--- src/rtl/spi_req_sequencer.sv ---
`default_nettype none
// +----------------------------------------------------------------------------+
// | Module      : spi_req_sequencer                                            |
// | Description : Command front-end for SPI_top. Queues host read/write        |
// |               requests, issues them one at a time on wr/addr/din, waits    |
// |               for done (or a watchdog expiry) and returns one in-order     |
// |               response per request on a valid/ready channel.               |
// | Revision    : 1.0 - initial release                                        |
// +----------------------------------------------------------------------------+
module spi_req_sequencer #(
  parameter int DEPTH   = 8,
  parameter int ADDR_W  = 8,
  parameter int DATA_W  = 8,
  parameter int TIMEOUT = 1023
) (
  input  logic                       clk,
  input  logic                       rst,          // asynchronous, active-low
  input  logic                       req_valid,
  output logic                       req_ready,
  input  logic                       req_wr,
  input  logic [ADDR_W-1:0]          req_addr,
  input  logic [DATA_W-1:0]          req_data,
  output logic                       rsp_valid,
  input  logic                       rsp_ready,
  output logic [DATA_W-1:0]          rsp_data,
  output logic                       rsp_err,
  output logic                       rsp_timeout,
  output logic                       spi_wr,
  output logic [ADDR_W-1:0]          spi_addr,
  output logic [DATA_W-1:0]          spi_din,
  input  logic [DATA_W-1:0]          spi_dout,
  input  logic                       spi_done,
  input  logic                       spi_err,
  output logic [$clog2(DEPTH+1)-1:0] level,
  output logic                       busy
);

  localparam int PTR_W = $clog2(DEPTH);
  localparam int LVL_W = $clog2(DEPTH + 1);
  localparam int WD_W  = $clog2(TIMEOUT + 1);
  localparam int ENT_W = 1 + ADDR_W + DATA_W;

  localparam logic [LVL_W-1:0] LVL_FULL = LVL_W'(DEPTH);
  localparam logic [WD_W-1:0]  WD_LAST  = WD_W'(TIMEOUT - 1);

  typedef enum logic [1:0] {
    ST_IDLE = 2'd0,
    ST_WAIT = 2'd1,
    ST_RESP = 2'd2
  } state_t;

  state_t state;
  state_t state_nxt;

  logic [ENT_W-1:0]  mem [DEPTH];
  logic [PTR_W-1:0]  wr_ptr;
  logic [PTR_W-1:0]  rd_ptr;
  logic              full;
  logic              empty;
  logic              push;
  logic              pop;
  logic              head_wr;
  logic [ADDR_W-1:0] head_addr;
  logic [DATA_W-1:0] head_data;
  logic              cmd_wr;
  logic [WD_W-1:0]   wdog;
  logic              wd_expire;

  // Request FIFO flags; req_ready is gated by rst so it reads 0 while held in reset.
  assign full      = (level == LVL_FULL);
  assign empty     = (level == '0);
  assign req_ready = rst & ~full;
  assign push      = req_valid & req_ready;
  assign pop       = (state == ST_IDLE) & ~empty;
  assign {head_wr, head_addr, head_data} = mem[rd_ptr];

  assign wd_expire = (wdog == WD_LAST);

  // Host-facing and SPI-facing status derived from the FSM state.
  assign rsp_valid = (state == ST_RESP);
  assign busy      = (state != ST_IDLE);
  assign spi_wr    = (state == ST_WAIT) & cmd_wr;

  // FIFO storage: contents need no reset, occupancy tracking decides validity.
  always_ff @(posedge clk) begin
    if (push) begin
      mem[wr_ptr] <= {req_wr, req_addr, req_data};
    end
  end

  // FIFO pointers and occupancy; pointers wrap naturally since DEPTH is a power of 2.
  always_ff @(posedge clk or negedge rst) begin
    if (!rst) begin
      wr_ptr <= '0;
      rd_ptr <= '0;
      level  <= '0;
    end else begin
      if (push) wr_ptr <= wr_ptr + PTR_W'(1);
      if (pop)  rd_ptr <= rd_ptr + PTR_W'(1);
      case ({push, pop})
        2'b10:   level <= level + LVL_W'(1);
        2'b01:   level <= level - LVL_W'(1);
        default: level <= level;
      endcase
    end
  end

  // FSM state register.
  always_ff @(posedge clk or negedge rst) begin
    if (!rst) begin
      state <= ST_IDLE;
    end else begin
      state <= state_nxt;
    end
  end

  // FSM next-state: done takes priority over expiry in the same WAIT cycle.
  always_comb begin
    state_nxt = state;
    case (state)
      ST_IDLE: if (!empty)                state_nxt = ST_WAIT;
      ST_WAIT: if (spi_done || wd_expire) state_nxt = ST_RESP;
      ST_RESP: if (rsp_ready)             state_nxt = ST_IDLE;
      default:                            state_nxt = ST_IDLE;
    endcase
  end

  // Command register: loaded on pop, held through WAIT and kept afterwards.
  always_ff @(posedge clk or negedge rst) begin
    if (!rst) begin
      cmd_wr   <= 1'b0;
      spi_addr <= '0;
      spi_din  <= '0;
    end else if (pop) begin
      cmd_wr   <= head_wr;
      spi_addr <= head_addr;
      spi_din  <= head_data;
    end
  end

  // Watchdog: counts WAIT cycles, cleared when the response is accepted.
  always_ff @(posedge clk or negedge rst) begin
    if (!rst) begin
      wdog <= '0;
    end else if (state == ST_WAIT) begin
      wdog <= wdog + WD_W'(1);
    end else if ((state == ST_RESP) && rsp_ready) begin
      wdog <= '0;
    end
  end

  // Response payload capture at the end of WAIT; held stable through RESP.
  always_ff @(posedge clk or negedge rst) begin
    if (!rst) begin
      rsp_data    <= '0;
      rsp_err     <= 1'b0;
      rsp_timeout <= 1'b0;
    end else if (state == ST_WAIT) begin
      if (spi_done) begin
        rsp_data    <= cmd_wr ? '0 : spi_dout;
        rsp_err     <= spi_err;
        rsp_timeout <= 1'b0;
      end else if (wd_expire) begin
        rsp_data    <= '0;
        rsp_err     <= 1'b1;
        rsp_timeout <= 1'b1;
      end
    end
  end

endmodule
`default_nettype wire

--- config.mk ---
export PLATFORM = sky130hd
export DESIGN_NAME = spi_req_sequencer
export DESIGN_NICKNAME = d
export VERILOG_FILES = /design/src/rtl/spi_req_sequencer.sv
export SDC_FILE = /design/constraint.sdc
export NUM_CORES = 1
export LEC_CHECK = 0
export CAP_MARGIN = 10
export CORE_UTILIZATION = 40
export DETAILED_ROUTE_END_ITERATION = 16
export GPL_TIMING_DRIVEN = 0
export SLEW_MARGIN = 5
export SYNTH_ARGS = -nofsm -noshare
export SYNTH_HDL_FRONTEND = slang
export SYNTH_SLANG_ARGS = --single-unit
--- constraint.sdc ---
create_clock -name clk -period 9.4 [get_ports clk]
set_input_delay 1.88 -clock clk [delete_from_list [all_inputs] [get_ports clk]]
set_output_delay 1.88 -clock clk [all_outputs]
set_load 0.005 [all_outputs]
======== Word-level counts from Yosys, hierarchy flattened ========
Memories as Yosys holds them, arrays and structs flattened. A register that Yosys moved wholly into a read port is not among the register bits.
Index checks and enable logic that the tools add are counted.
storage, ports and cells
  RAM bits ................................ 136
  input bits .............................. 31
  output and inout bits ................... 34
  memories ................................ 1
  bits in registers ....................... 32
  logic and storage cells ................. 55
memories
  memory  words  width  rd ports  clocked after Yosys merged registers in  wr ports  line  text
  mem     8      17     1         1                                        1         55    logic [ENT_W-1:0] mem [DEPTH];
cells by class
  multiplexer cells ....................... 15
  reduce and logical (&&, ||, !) cells .... 11
  $add $sub $neg .......................... 5
  equal/unequal tests ..................... 9
  bitwise gates (word level) .............. 6
operator list
  cell                                              number
  two-way mux 8 bit                                 3
  two-way mux 10 bit                                2
  adder 10 x 1 -> 10 bit, second input constant     1
  == test 10 bit, second input constant             1
  case mux 4 bit (2 select lines)                   1
  nonzero test 2 bit                                4
  adder 3 x 1 -> 3 bit, second input constant       2
  two-way mux 2 bit                                 3
  case mux 2 bit (3 select lines)                   1
  two-way mux 1 bit                                 5
  adder 4 x 1 -> 4 bit, second input constant       1
  AND 1 bit                                         4
  == test 2 x 1 -> 1 bit, second input constant     2
  == test 2 bit, second input constant              2
  == test 4 bit, second input constant              1
  zero test 4 bit                                   1
  != test 2 x 1 -> 1 bit, second input constant     2
  subtractor 4 x 1 -> 4 bit, second input constant  1
  AND reduction 3 bit                               1
  zero test 2 bit                                   1
  != test 2 bit, second input constant              1
  inverter 1 bit                                    2
  AND reduction 2 bit                               1
  logical AND 1 bit                                 1
  other kinds (2)                                   2

======== Depth between registers and ports, before layout ========
  depth in word-level cells ............... 6
  depth in mapped cells ................... 12
  mapped depth without buffers ............ 10

======== Least setup slack after synthesis ========
No wires, ideal clock.
  kind .................................... input to register
  start point ............................. input rst
  end point ............................... memory mem[0][0] (netlist bit), enable pin
  buffers on the path ..................... 0
  required time ........................... 8.965 ns
  setup time .............................. 0.435 ns
  arrival ................................. 3.901 ns
  setup slack ............................. 5.064 ns
  stages .................................. 3
  path through ............................ a21boi_4 nand2_4 nor4_1
between the ends
  word-level cells in the longest chain between the ends .. 4
ends and longest elaborated chain
  item                                     line  text
  from (decl)                              17    input logic rst,
  AND 1 bit                                72    assign req_ready = rst & ~full;
  AND 1 bit                                73    assign push = req_valid & req_ready;
  two-way mux 1 bit                        86    if (push) begin
  two-way mux 1 bit (not written as such)  87    mem[wr_ptr] <= {req_wr, req_addr, req_data};
  to (decl)                                55
Every way passes these cells.

======== Final worst setup path ========
  start point ............................. input rst
  end point ............................... output req_ready
between the ends
  word-level cells in the longest chain between the ends .. 1
ends and longest elaborated chain
  item       line  text
  AND 1 bit  72
  to (decl)  19    output logic req_ready,
Every way passes these cells.

==> results.ini <==
[critical_path]
critPathSlowestCell = clkdlybuf4s50_1
critPathMaxFanout = 26
crit_buf_inv = 2
max_stage_delay_ps = 550
crit_arrival_ps = 3340
path_cells = buf_2 -> a21boi_4 -> clkdlybuf4s50_1
cp-start-kind = input pin
cp.required_ps = 7520
crit_cells = 3
reg2regPathDepth = 11
cp_top_family = buffers and inverters
critPathKind = input pin to primary output
critPathCaptureType = primary output

[die]
start_util = 0.415
die_h_um = 139
dieArea_um2 = 19400
core_region_area_um2 = 18200
ioPinCount = 65
row_count = 49
die_w_um = 139

[clocking]
cts.sinks = 185
cts_hold_buffers = 0
cts-resized-gates = 0
ctsRootBufferMaster = clkbuf_16
htree_levels = 4
cts_made_buffers = 17
cts_tree = built
cts.reportedPaths.clkPinSlew_ps = 60
insertion_delay_ps = 420
cts.path.max_buffers = 2
cts_setup_buffers = 0

[timing]
hold_viol = 0
skew_ps = 9.57
relSlewSlack = 0.405
setup_tns_ps = 0
maxSlewViolCount = 0
fmax_ghz = 0.192
tightest_slew_ps = 884
grt_setup_unrepaired = no
setup_viol = 0
period_share = 0.555
fin_crit_ps = 5220

[placed_design]
place_congestion = 0.768
dp_hpwl_mm = 10.8
dpl.cell_count = 806
io_buffer_count = 64

[routing]
vias = 4443
dr.first_iter.drc_count = 276
drc = 0
wl_per_cell_um = 19.3
avgViaCountPerCell = 5.30
routed_wl_mm = 16.2
ant_nets = 0
drtPass1Iterations = 5

[logic_synthesis]
ys.flop_type = edfxtp_1
syn-num-nets = 537
syn_area_um2 = 7560
ys_types = 56
synthArstFlopShare = 0.265
ys_warn_count = 0
synth.largest_area_cell = edfxtp_1
ys_seq_area_frac = 0.703
synth_seq_cells = 185
synth_area_leaders = edfxtp_1 54%, dfrtp_1 16%, mux2i_1 9.0%
synth_cells = 499
avgSynthCellArea_um2 = 15.1
synth_edf_count = 136
yosys.area.top_type_share = 0.540

[global_route]
grt_pass1_wl_mm = 25.6
overflow = 0
grt_start_max_net_pins = 27
antenna_found_initial = 0
grt_pass1_vias = 4444
track_usage = 0.178

[finish]
nets = 634
multi_input_comb_area_um2 = 2110
nFillCells = 1519
stdcell_count = 838
regArea_um2 = 5310
fin_util = 0.508
drive_above_1_share = 0.148
synthToLayoutAreaGrowth_pct = 22.4
antenna_cells = 0

[worst_hold_path]
hp-class = flip-flop to flip-flop
hold_depth = 2

[run_status]
status = completed

[power_and_ir_drop]
power_density_nw_per_um2 = 305
ir_worst_vdd_mv = 0.132
leakagePower_nw = 3.45

[flow_run]
drv_cap = 0

metal layers:
metal	global-route usage	routed length [um]
met1	0.246	7510
met2	0.282	7840
met3	0.0416	726
met4	0.0444	138
met5	0	0
cells in the mapped netlist, drive strengths merged (5+ instances only):
master  instances
a21oi           6
a22oi          41
buf            24
dfrtp          49
edfxtp        136
ha              7
inv             5
mux2i          68
nand2          64
nand3          25
nor2            6
nor3b           5
o21ai           6
xnor2           8
cells in the final DEF (no fill, tap or decap), types with 2 or more instances in the layout:
master	netlist	routed
edfxtp_1	136	136
mux2i_1	68	68
clkdlybuf4s50_1	0	63
nand2_1	62	62
dfrtp_1	49	49
a22oi_1	41	41
nand3_1	24	24
clkbuf_16	0	17
buf_2	13	14
buf_6	4	11
buf_4	6	9
xnor2_1	7	7
ha_1	7	7
a21oi_1	6	6
o21ai_0	5	5
nor2_1	6	5
inv_1	4	4
nor3b_2	2	4
nor2b_1	4	4
a41oi_1	4	4
xor2_1	3	3
and2_1	3	3
nand2b_1	3	3
clkinv_2	0	3
inv_8	0	3
clkinv_4	0	3
buf_8	0	3
nor4b_4	0	2
nor3_2	0	2
and3_1	2	2
a211oi_1	2	2
clkinvlp_4	0	2
metrics by stage:
step                hold slack, ps  worst slack (ps)  cell area [um^2]  total power (W)
floorplan                      447              5060              7560          0.00176
global placement               462               891              8480          0.00212
detailed placement             468              4140              8690          0.00218
CTS                            484              4130              9250          0.00285
global route                   505              4050              9250          0.00299
finish                         482              4180              9250          0.00282
power breakdown:
group          switching [W]  total [W]  internal [W]
registers           0.000112    0.00114       0.00103
logic               0.000539    0.00101      0.000470
clock network       0.000317   0.000671      0.000353
total               0.000968    0.00282       0.00185
flip-flops by register name (all words and copies together), names as in the netlist:
| signal | count |
|---|---|
| wdog | 10 |
| spi_addr | 8 |
| rsp_err | 1 |
| rsp_timeout | 1 |
| spi_din | 8 |
| cmd_wr | 1 |
| state | 2 |
| level | 4 |
| wr_ptr | 3 |
| rsp_data | 8 |
| rd_ptr | 3 |
| mem | 136 |
cell families after synthesis:
logic type                 Yosys count  synth area share
AOI/OAI and AO/OA                   71            0.0692
xor gates and xnor gates            11            0.0137
adders and majority gates            7            0.0116
buffers and inverters               30            0.0242
DFF                                185             0.703
muxes                               70            0.0935
and+or+nand+nor                    125            0.0851
worst min-delay path, stage by stage (launching register included):
cell and delay (ps):
dfrtp_1 350, nand2_1 50, nand2_1 50
layout make-up:
cell class,count,area share
clock inverter,13,0.0124
timing repair buffer,78,0.0867
sequential,185,0.574
inverter,5,0.00203
multi-input combinational,284,0.228
tap,229,0.0310
buffer,25,0.0177
clock buffer,19,0.0479
final timing paths:
path                             from         end  slack [ps]
max                               rst   req_ready        4180
min                        spi_din[2]  spi_din[2]         480
max reg2reg                  level[1]    level[2]        6920
min reg2reg                spi_din[2]  spi_din[2]         480
max in group asynchronous         rst  spi_din[1]        7330
min in group asynchronous         rst    level[2]        1480
Note: power is estimated with default switching activity, not from simulation.
